### config.mk
export PLATFORM = sky130hd
export DESIGN_NAME = regfile_wr_arbiter_flat
export DESIGN_NICKNAME = d
export VERILOG_FILES = /design/src/rtl/regfile_wr_arbiter_pkg.sv /design/src/rtl/regfile_wr_arbiter_if.sv /design/src/rtl/regfile_wr_arbiter_rr_pick.sv /design/src/rtl/regfile_wr_arbiter.sv /design/src/flat_wrapper.sv
export SDC_FILE = /design/constraint.sdc
export NUM_CORES = 1
export LEC_CHECK = 0
export ABC_AREA = 0
export CORE_MARGIN = 3
export CORE_UTILIZATION = 37
export DETAILED_ROUTE_END_ITERATION = 12
export PLACE_DENSITY = 0.78
export SLEW_MARGIN = 40
export SYNTH_ARGS = -nofsm -noshare
export SYNTH_HDL_FRONTEND = slang
export SYNTH_SLANG_ARGS = --single-unit
### constraint.sdc
create_clock -name clk_i -period 2.98 [get_ports clk_i]
set_input_delay 0.596 -clock clk_i [delete_from_list [all_inputs] [get_ports clk_i]]
set_output_delay 0.596 -clock clk_i [all_outputs]
set_load 0.005 [all_outputs]
### src/rtl/regfile_wr_arbiter_pkg.sv
// Shared types and constants for the register-file write-port arbiter.
// Optional statistics are enabled by RFARB_STATS_EN (see regfile_wr_arbiter).
package regfile_pkg;

   typedef logic [4:0] reg_addr_t;

   typedef enum logic {
      INIT,
      ARB
   } state_t;

   localparam reg_addr_t REG_ZERO  = 5'd0;
   localparam int        RF_SIZE   = 32;
   localparam int        RF_DATA_N = 32;

endpackage

### src/rtl/regfile_wr_arbiter_if.sv
// Writeback request bus: requesters (master) offer valid/addr/data,
// the arbiter (slave) answers with a per-requester ready.
interface regfile_wr_arbiter_if #(
   parameter int NREQ   = 3,
   parameter int DATA_N = 32
) ();

   logic [NREQ-1:0]        req_valid_i;
   logic [NREQ-1:0]        req_ready_o;
   logic [NREQ*5-1:0]      req_addr_i;
   logic [NREQ*DATA_N-1:0] req_data_i;

   modport master (
      output req_valid_i,
      output req_addr_i,
      output req_data_i,
      input  req_ready_o
   );

   modport slave (
      input  req_valid_i,
      input  req_addr_i,
      input  req_data_i,
      output req_ready_o
   );

endinterface

### src/rtl/regfile_wr_arbiter_rr_pick.sv
// Combinational round-robin picker: first requester after ptr (wrapping)
// wins, so the last winner always has the lowest priority next time.
module rr_pick #(
   parameter  int NREQ  = 3,
   localparam int IDX_W = $clog2(NREQ)
) (
   input  logic [NREQ-1:0]  req,
   input  logic [IDX_W-1:0] ptr,
   output logic [NREQ-1:0]  gnt,
   output logic [IDX_W-1:0] idx,
   output logic             any
);

   logic [IDX_W-1:0] cand;

   always_comb begin
      gnt  = '0;
      idx  = '0;
      any  = 1'b0;
      cand = '0;
      for (int k = 1; k <= NREQ; k++) begin
         cand = IDX_W'((int'(ptr) + k) % NREQ);
         if (!any && req[cand]) begin
            any       = 1'b1;
            gnt[cand] = 1'b1;
            idx       = cand;
         end
      end
   end

endmodule

### src/rtl/regfile_wr_arbiter.sv
// Owns the register file write port: power-on sweep, then round-robin writeback.
// Define RFARB_STATS_EN to add the saturating conflict_cnt_o counter.
module regfile_wr_arbiter
   import regfile_pkg::*;
#(
   parameter  int                DATA_N   = RF_DATA_N,
   parameter  int                SIZE     = RF_SIZE,
   parameter  int                NREQ     = 3,
   parameter  int                INIT_IDX = 11,
   parameter  logic [DATA_N-1:0] INIT_VAL = DATA_N'(1),
   localparam int                IDX_W    = $clog2(NREQ)
) (
   input  logic                 clk_i,
   input  logic                 rst_ni,
   regfile_wr_arbiter_if.slave  req_bus,
   output logic                 rd_wren_o,
   output reg_addr_t            rd_addr_o,
   output logic [DATA_N-1:0]    rd_data_o,
   output logic [IDX_W-1:0]     grant_id_o,
   output logic                 init_busy_o
`ifdef RFARB_STATS_EN
   ,
   output logic [15:0]          conflict_cnt_o
`endif
);

   localparam int CNT_W = $clog2(SIZE);

   state_t             state;
   state_t             next_state;
   logic [CNT_W-1:0]   sweep_cnt;
   logic [IDX_W-1:0]   rr_ptr;
   logic [NREQ-1:0]    pick_gnt;
   logic [IDX_W-1:0]   pick_idx;
   logic               pick_any;
   logic               sweep_last;
   reg_addr_t          addr_arr [NREQ];
   logic [DATA_N-1:0]  data_arr [NREQ];

   for (genvar g = 0; g < NREQ; g++) begin : g_unpack
      assign addr_arr[g] = req_bus.req_addr_i[5*g +: 5];
      assign data_arr[g] = req_bus.req_data_i[DATA_N*g +: DATA_N];
   end

   assign sweep_last = (sweep_cnt == CNT_W'(SIZE - 1));

   rr_pick #(.NREQ(NREQ)) u_pick (
      .req (req_bus.req_valid_i),
      .ptr (rr_ptr),
      .gnt (pick_gnt),
      .idx (pick_idx),
      .any (pick_any)
   );

   always_ff @(posedge clk_i or negedge rst_ni) begin
      if (!rst_ni) begin
         state <= INIT;
      end else begin
         state <= next_state;
      end
   end

   always_comb begin
      next_state = state;
      case (state)
         INIT:    if (sweep_last) next_state = ARB;
         ARB:     next_state = ARB;
         default: next_state = INIT;
      endcase
   end

   // Requests are only acknowledged once the sweep is done; they stay pending meanwhile.
   always_comb begin
      init_busy_o         = (state == INIT);
      req_bus.req_ready_o = (state == ARB) ? pick_gnt : '0;
   end

   // Write-port registers; an accepted x0 write still updates addr/data but not wren.
   always_ff @(posedge clk_i or negedge rst_ni) begin
      if (!rst_ni) begin
         sweep_cnt  <= '0;
         rr_ptr     <= IDX_W'(NREQ - 1);
         rd_wren_o  <= 1'b0;
         rd_addr_o  <= REG_ZERO;
         rd_data_o  <= '0;
         grant_id_o <= '0;
      end else if (state == INIT) begin
         rd_wren_o <= 1'b1;
         rd_addr_o <= reg_addr_t'(sweep_cnt);
         rd_data_o <= (sweep_cnt == CNT_W'(INIT_IDX)) ? INIT_VAL : '0;
         sweep_cnt <= sweep_last ? '0 : sweep_cnt + 1'b1;
      end else if (pick_any) begin
         rd_wren_o  <= (addr_arr[pick_idx] != REG_ZERO);
         rd_addr_o  <= addr_arr[pick_idx];
         rd_data_o  <= data_arr[pick_idx];
         grant_id_o <= pick_idx;
         rr_ptr     <= pick_idx;
      end else begin
         rd_wren_o <= 1'b0;
      end
   end

`ifdef RFARB_STATS_EN
   logic [15:0] conflict_cnt;

   always_ff @(posedge clk_i or negedge rst_ni) begin
      if (!rst_ni) begin
         conflict_cnt <= '0;
      end else if (state == ARB && $countones(req_bus.req_valid_i) >= 2
                   && conflict_cnt != 16'hFFFF) begin
         conflict_cnt <= conflict_cnt + 16'd1;
      end
   end

   assign conflict_cnt_o = conflict_cnt;
`endif

endmodule

### src/flat_wrapper.sv
// flat-port wrapper written by rule: the top's interface ports become plain ports
module regfile_wr_arbiter_flat import regfile_pkg::*;
#(
   parameter  int                DATA_N   = RF_DATA_N,
   parameter  int                SIZE     = RF_SIZE,
   parameter  int                NREQ     = 3,
   parameter  int                INIT_IDX = 11,
   parameter  logic [DATA_N-1:0] INIT_VAL = DATA_N'(1),
   localparam int                IDX_W    = $clog2(NREQ)
)
  (clk_i, rst_ni, rd_wren_o, rd_addr_o, rd_data_o, grant_id_o, init_busy_o, req_bus_req_valid_i, req_bus_req_addr_i, req_bus_req_data_i, req_bus_req_ready_o);
  regfile_wr_arbiter_if #(.NREQ(NREQ), .DATA_N(DATA_N)) req_bus_i ();
  input  logic clk_i;
  input  logic rst_ni;
  output logic rd_wren_o;
  output reg_addr_t rd_addr_o;
  output logic [DATA_N-1:0] rd_data_o;
  output logic [IDX_W-1:0] grant_id_o;
  output logic init_busy_o;
  input wire logic [$bits(req_bus_i.req_valid_i)-1:0] req_bus_req_valid_i;
  input wire logic [$bits(req_bus_i.req_addr_i)-1:0] req_bus_req_addr_i;
  input wire logic [$bits(req_bus_i.req_data_i)-1:0] req_bus_req_data_i;
  output wire logic [$bits(req_bus_i.req_ready_o)-1:0] req_bus_req_ready_o;
  assign req_bus_i.req_valid_i = req_bus_req_valid_i;
  assign req_bus_i.req_addr_i = req_bus_req_addr_i;
  assign req_bus_i.req_data_i = req_bus_req_data_i;
  assign req_bus_req_ready_o = req_bus_i.req_ready_o;
  regfile_wr_arbiter #(.DATA_N(DATA_N), .SIZE(SIZE), .NREQ(NREQ), .INIT_IDX(INIT_IDX), .INIT_VAL(INIT_VAL)) u_core (.clk_i(clk_i), .rst_ni(rst_ni), .req_bus(req_bus_i), .rd_wren_o(rd_wren_o), .rd_addr_o(rd_addr_o), .rd_data_o(rd_data_o), .grant_id_o(grant_id_o), .init_busy_o(init_busy_o));
endmodule
==> qor.yml <==
outcome:
  outcome: "complete, but fails checks"
  violations: "negative setup slack"
timing:
  timing.fmax_ghz: 0.3134
  slew_violations: 0
  setup_violations: 2
  grt_setup_unrepaired: "true"
  period_share: 1.071
  max_slew_margin: 0.5981
  min_period_ns: 3.191
  fin_skew_ns: 0.007095
  final_hold_viol_count: 0
  layout_setup_ws_ns: -0.2110
  worst_slew_pin_slew_ns: 0.6028
logic_synthesis:
  synth_commonest_cells: "dfrtp_1, nand2_1, nor2_1"
  synthTopCellsByArea: "dfrtp_1, mux2i_1, a211o_1"
  synth_xor_area_frac: 0
  synth-simple-area-share: 0.1663
  syn_area_um2: 3153
  synth_area_per_cell_um2: 8.932
  synth.distinct_cells: 52
  synth_most_common_cell: "dfrtp_1"
  synth_edf_count: 0
  synthArstFlopShare: 1.000
  synth_top_area_frac: 0.3651
  synth_top_family_by_area: "compound AO/OA/AOI/OAI gates"
  ys_seq_area_frac: 0.3734
  syn_nets: 475
  synth_top_cell_by_area: "dfrtp_1"
  synth_compound_area_frac: 0.2389
  syn_inst: 353
  synth_fa_ha_area_frac: 0.02381
  ys_warn_count: 0
  synth_mux_area_frac: 0.1325
  synth_flop_cell: "dfrtp_1"
  ys_ff_latch: 47
place:
  io_buffers: 159
  placed_cells: 616
  hpwl_um: 7409
  place_congestion: 0.8433
  dpl-instance-area_um2: 4999
setup_path:
  crit_buf_inv: 2
  endpoint_kind: "output port"
  cp_max_fo: 2
  critPathLaunchType: "primary input"
  slowest_stage: "or4b_4"
  worstSetupPathType: "in2out"
  critical-path-max-stage-delay_ns: 0.47
  crit_family: "simple AND/OR/NAND/NOR gates"
  crit_arrival_ns: 2.59
  required_ns: 2.38
  crit_chain: "clkdlybuf4s50_1 > mux2_4 > or2_4 > a21boi_4 > or4b_4 > a21o_1 > a21oi_2 > buf_2"
pwr:
  total_power_mw: 5.155
  peakVddDrop_uv: 483.8
  p_leak_nw: 2.294
  power.density_nw_per_um2: 1006
cells_and_area:
  final_layout_size_suffix_gt1_frac: 0.1137
  n_antenna_cell: 0
  final_nets: 640
  syn_to_final_growth_pct: 62.54
  fin_cells: 624
  final_cell_area_um2: 5125
floorplanning:
  coreArea_um2: 8258
  rows: 33
  die_height_um: 98.31
  initial_utilization: 0.3818
  io_pins: 160
  dieArea_um2: 9665
  die_w_um: 98.31
grt:
  antenna_found_initial: 0
  overflow: 0
  grt_pass1_vias: 3235
  grt_pass1_wl_um: 15880
  grt_max_degree: 51
  grt.total_usage: 0.1980
clock_network:
  insertion_delay_ns: 0.29
  cts-htree-levels: 2
  clock-sinks: 47
  cts_buffers: 5
  cts_root_buf: "clkbuf_8"
  hold_buffers: 0
  cts_tree: "yes"
  clk_path_buf_depth: 2
  clkTransAtPathRegs_ns: 0.08
  post-cts-setup-buffers: 0
routing:
  wl_per_cell_um: 15.71
  routed_wl_um: 9806
  vias_per_cell: 5.191
  drt_iter0_markers: 85
  routed-via-count: 3239
  drtAntennaViolNets: 0
  first_pass_iters: 4
  remaining_drc_errors: 0
job:
  drv_cap: 0
min_path:
  min-delay-path-class: "in2async"
area by class of cell:
cell class,instances,area (µm²)
Clock buffer,6,82.58
Clock inverter,2,35.03
Fill cell,752,3133
Inverter,8,30.03
Multi-Input combinational cell,269,1802
Sequential cell,47,1177
Tap cell,105,131.4
Timing Repair Buffer,187,1867
report_power, final:
group | internal [mW] | switching (mW)
clock network | 0.272 | 0.209
registers | 0.947 | 0.143
logic | 2.01 | 1.58
total | 3.23 | 1.93
repair_timing:
action / in CTS / in global routing
gates resized for setup: 9 / 1
endpoints found under the setup margin: 3 / 3
pin swaps: 2 / 1
final timing paths:
path	end	cells past startpoint	slack (ns)	from
max	req_bus_req_ready_o[1]	8	-0.21	req_bus_req_valid_i[0]
min	u_core.rd_data_o[12]	1	0.31	rst_ni
max reg2reg	u_core.rd_wren_o	12	0.27	u_core.rr_ptr[1]
min reg2reg	u_core.grant_id_o[1]	2	0.48	u_core.grant_id_o[1]
max in group asynchronous	u_core.rd_data_o[30]	1	2.27	rst_ni
min in group clk_i	u_core.grant_id_o[1]	2	0.48	u_core.grant_id_o[1]
cells by family after synthesis:
| kind of cell | after synthesis |
|---|---|
| and+or+nand+nor | 117 |
| adders and majority gates | 6 |
| DFF | 47 |
| AOI/OAI and AO/OA | 105 |
| muxes | 41 |
| buffers and inverters | 37 |
state kept, by name (all words and copies together), names as in the netlist:
signal / flops
u_core.state: 1
u_core.rd_wren_o: 1
u_core.sweep_cnt: 5
u_core.grant_id_o: 1
u_core.rr_ptr: 2
u_core.rd_addr_o: 5
u_core.rd_data_o: 32
per-stage QoR:
step                        util  hold WS, ns  setup TNS, ns  setup slack [ns]
final                     0.6206       0.3077        -0.2642           -0.2110
after global routing      0.6206       0.3383        -0.6150           -0.2783
after CTS                 0.6202       0.3293        -0.3096           -0.2308
after detailed placement  0.6053       0.4705         -1.059           -0.5890
after global placement    0.6050       0.4674         -1.008           -0.5983
after floorplan                -       0.3004              0            0.1225
worst reg2reg max path, stage by stage, from the launching register on:
cell and delay, ns:
dfstp_2 0.56, buf_4 0.12, inv_1 0.05, ha_1 0.20, buf_4 0.18, a22oi_1 0.26, o32ai_1 0.14, buf_4 0.16
nor2_4 0.15, buf_12 0.17, mux2i_1 0.28, a31o_2 0.22, a32oi_1 0.10
layout by cell type, fill, tap and decap left out, types with 2 or more instances in the layout:
cell and count:
a21o_1 3, dfrtp_1 46, nand3_1 5, dlygate4sd2_1 2, nand4_1 2, a21oi_1 36, o21ai_0 7, buf_4 23
inv_1 7, nand3b_1 2, mux2_2 2, nor3_1 3, nand2_1 45, and3_1 2, or2_2 3, a31oi_1 4
o21ai_1 3, a211o_1 34, clkdlybuf4s50_1 155, buf_12 6, o31a_1 2, clkbuf_8 6, ha_1 5, mux2i_1 38
nor2_1 44, nand2b_1 3, nor2b_1 2
layer usage:
metal,part of all wire,vias to the layer above,wire [µm],global-route usage
met4,0.012,0,119,0.04097
met1,0.39,1532,3830,0.2378
met2,0.52,112,5125,0.3531
met5,0,-,0,0
li1,-,1585,-,-
met3,0.075,10,731,0.05571
No activity file was read; power rests on OpenSTA's default activity.
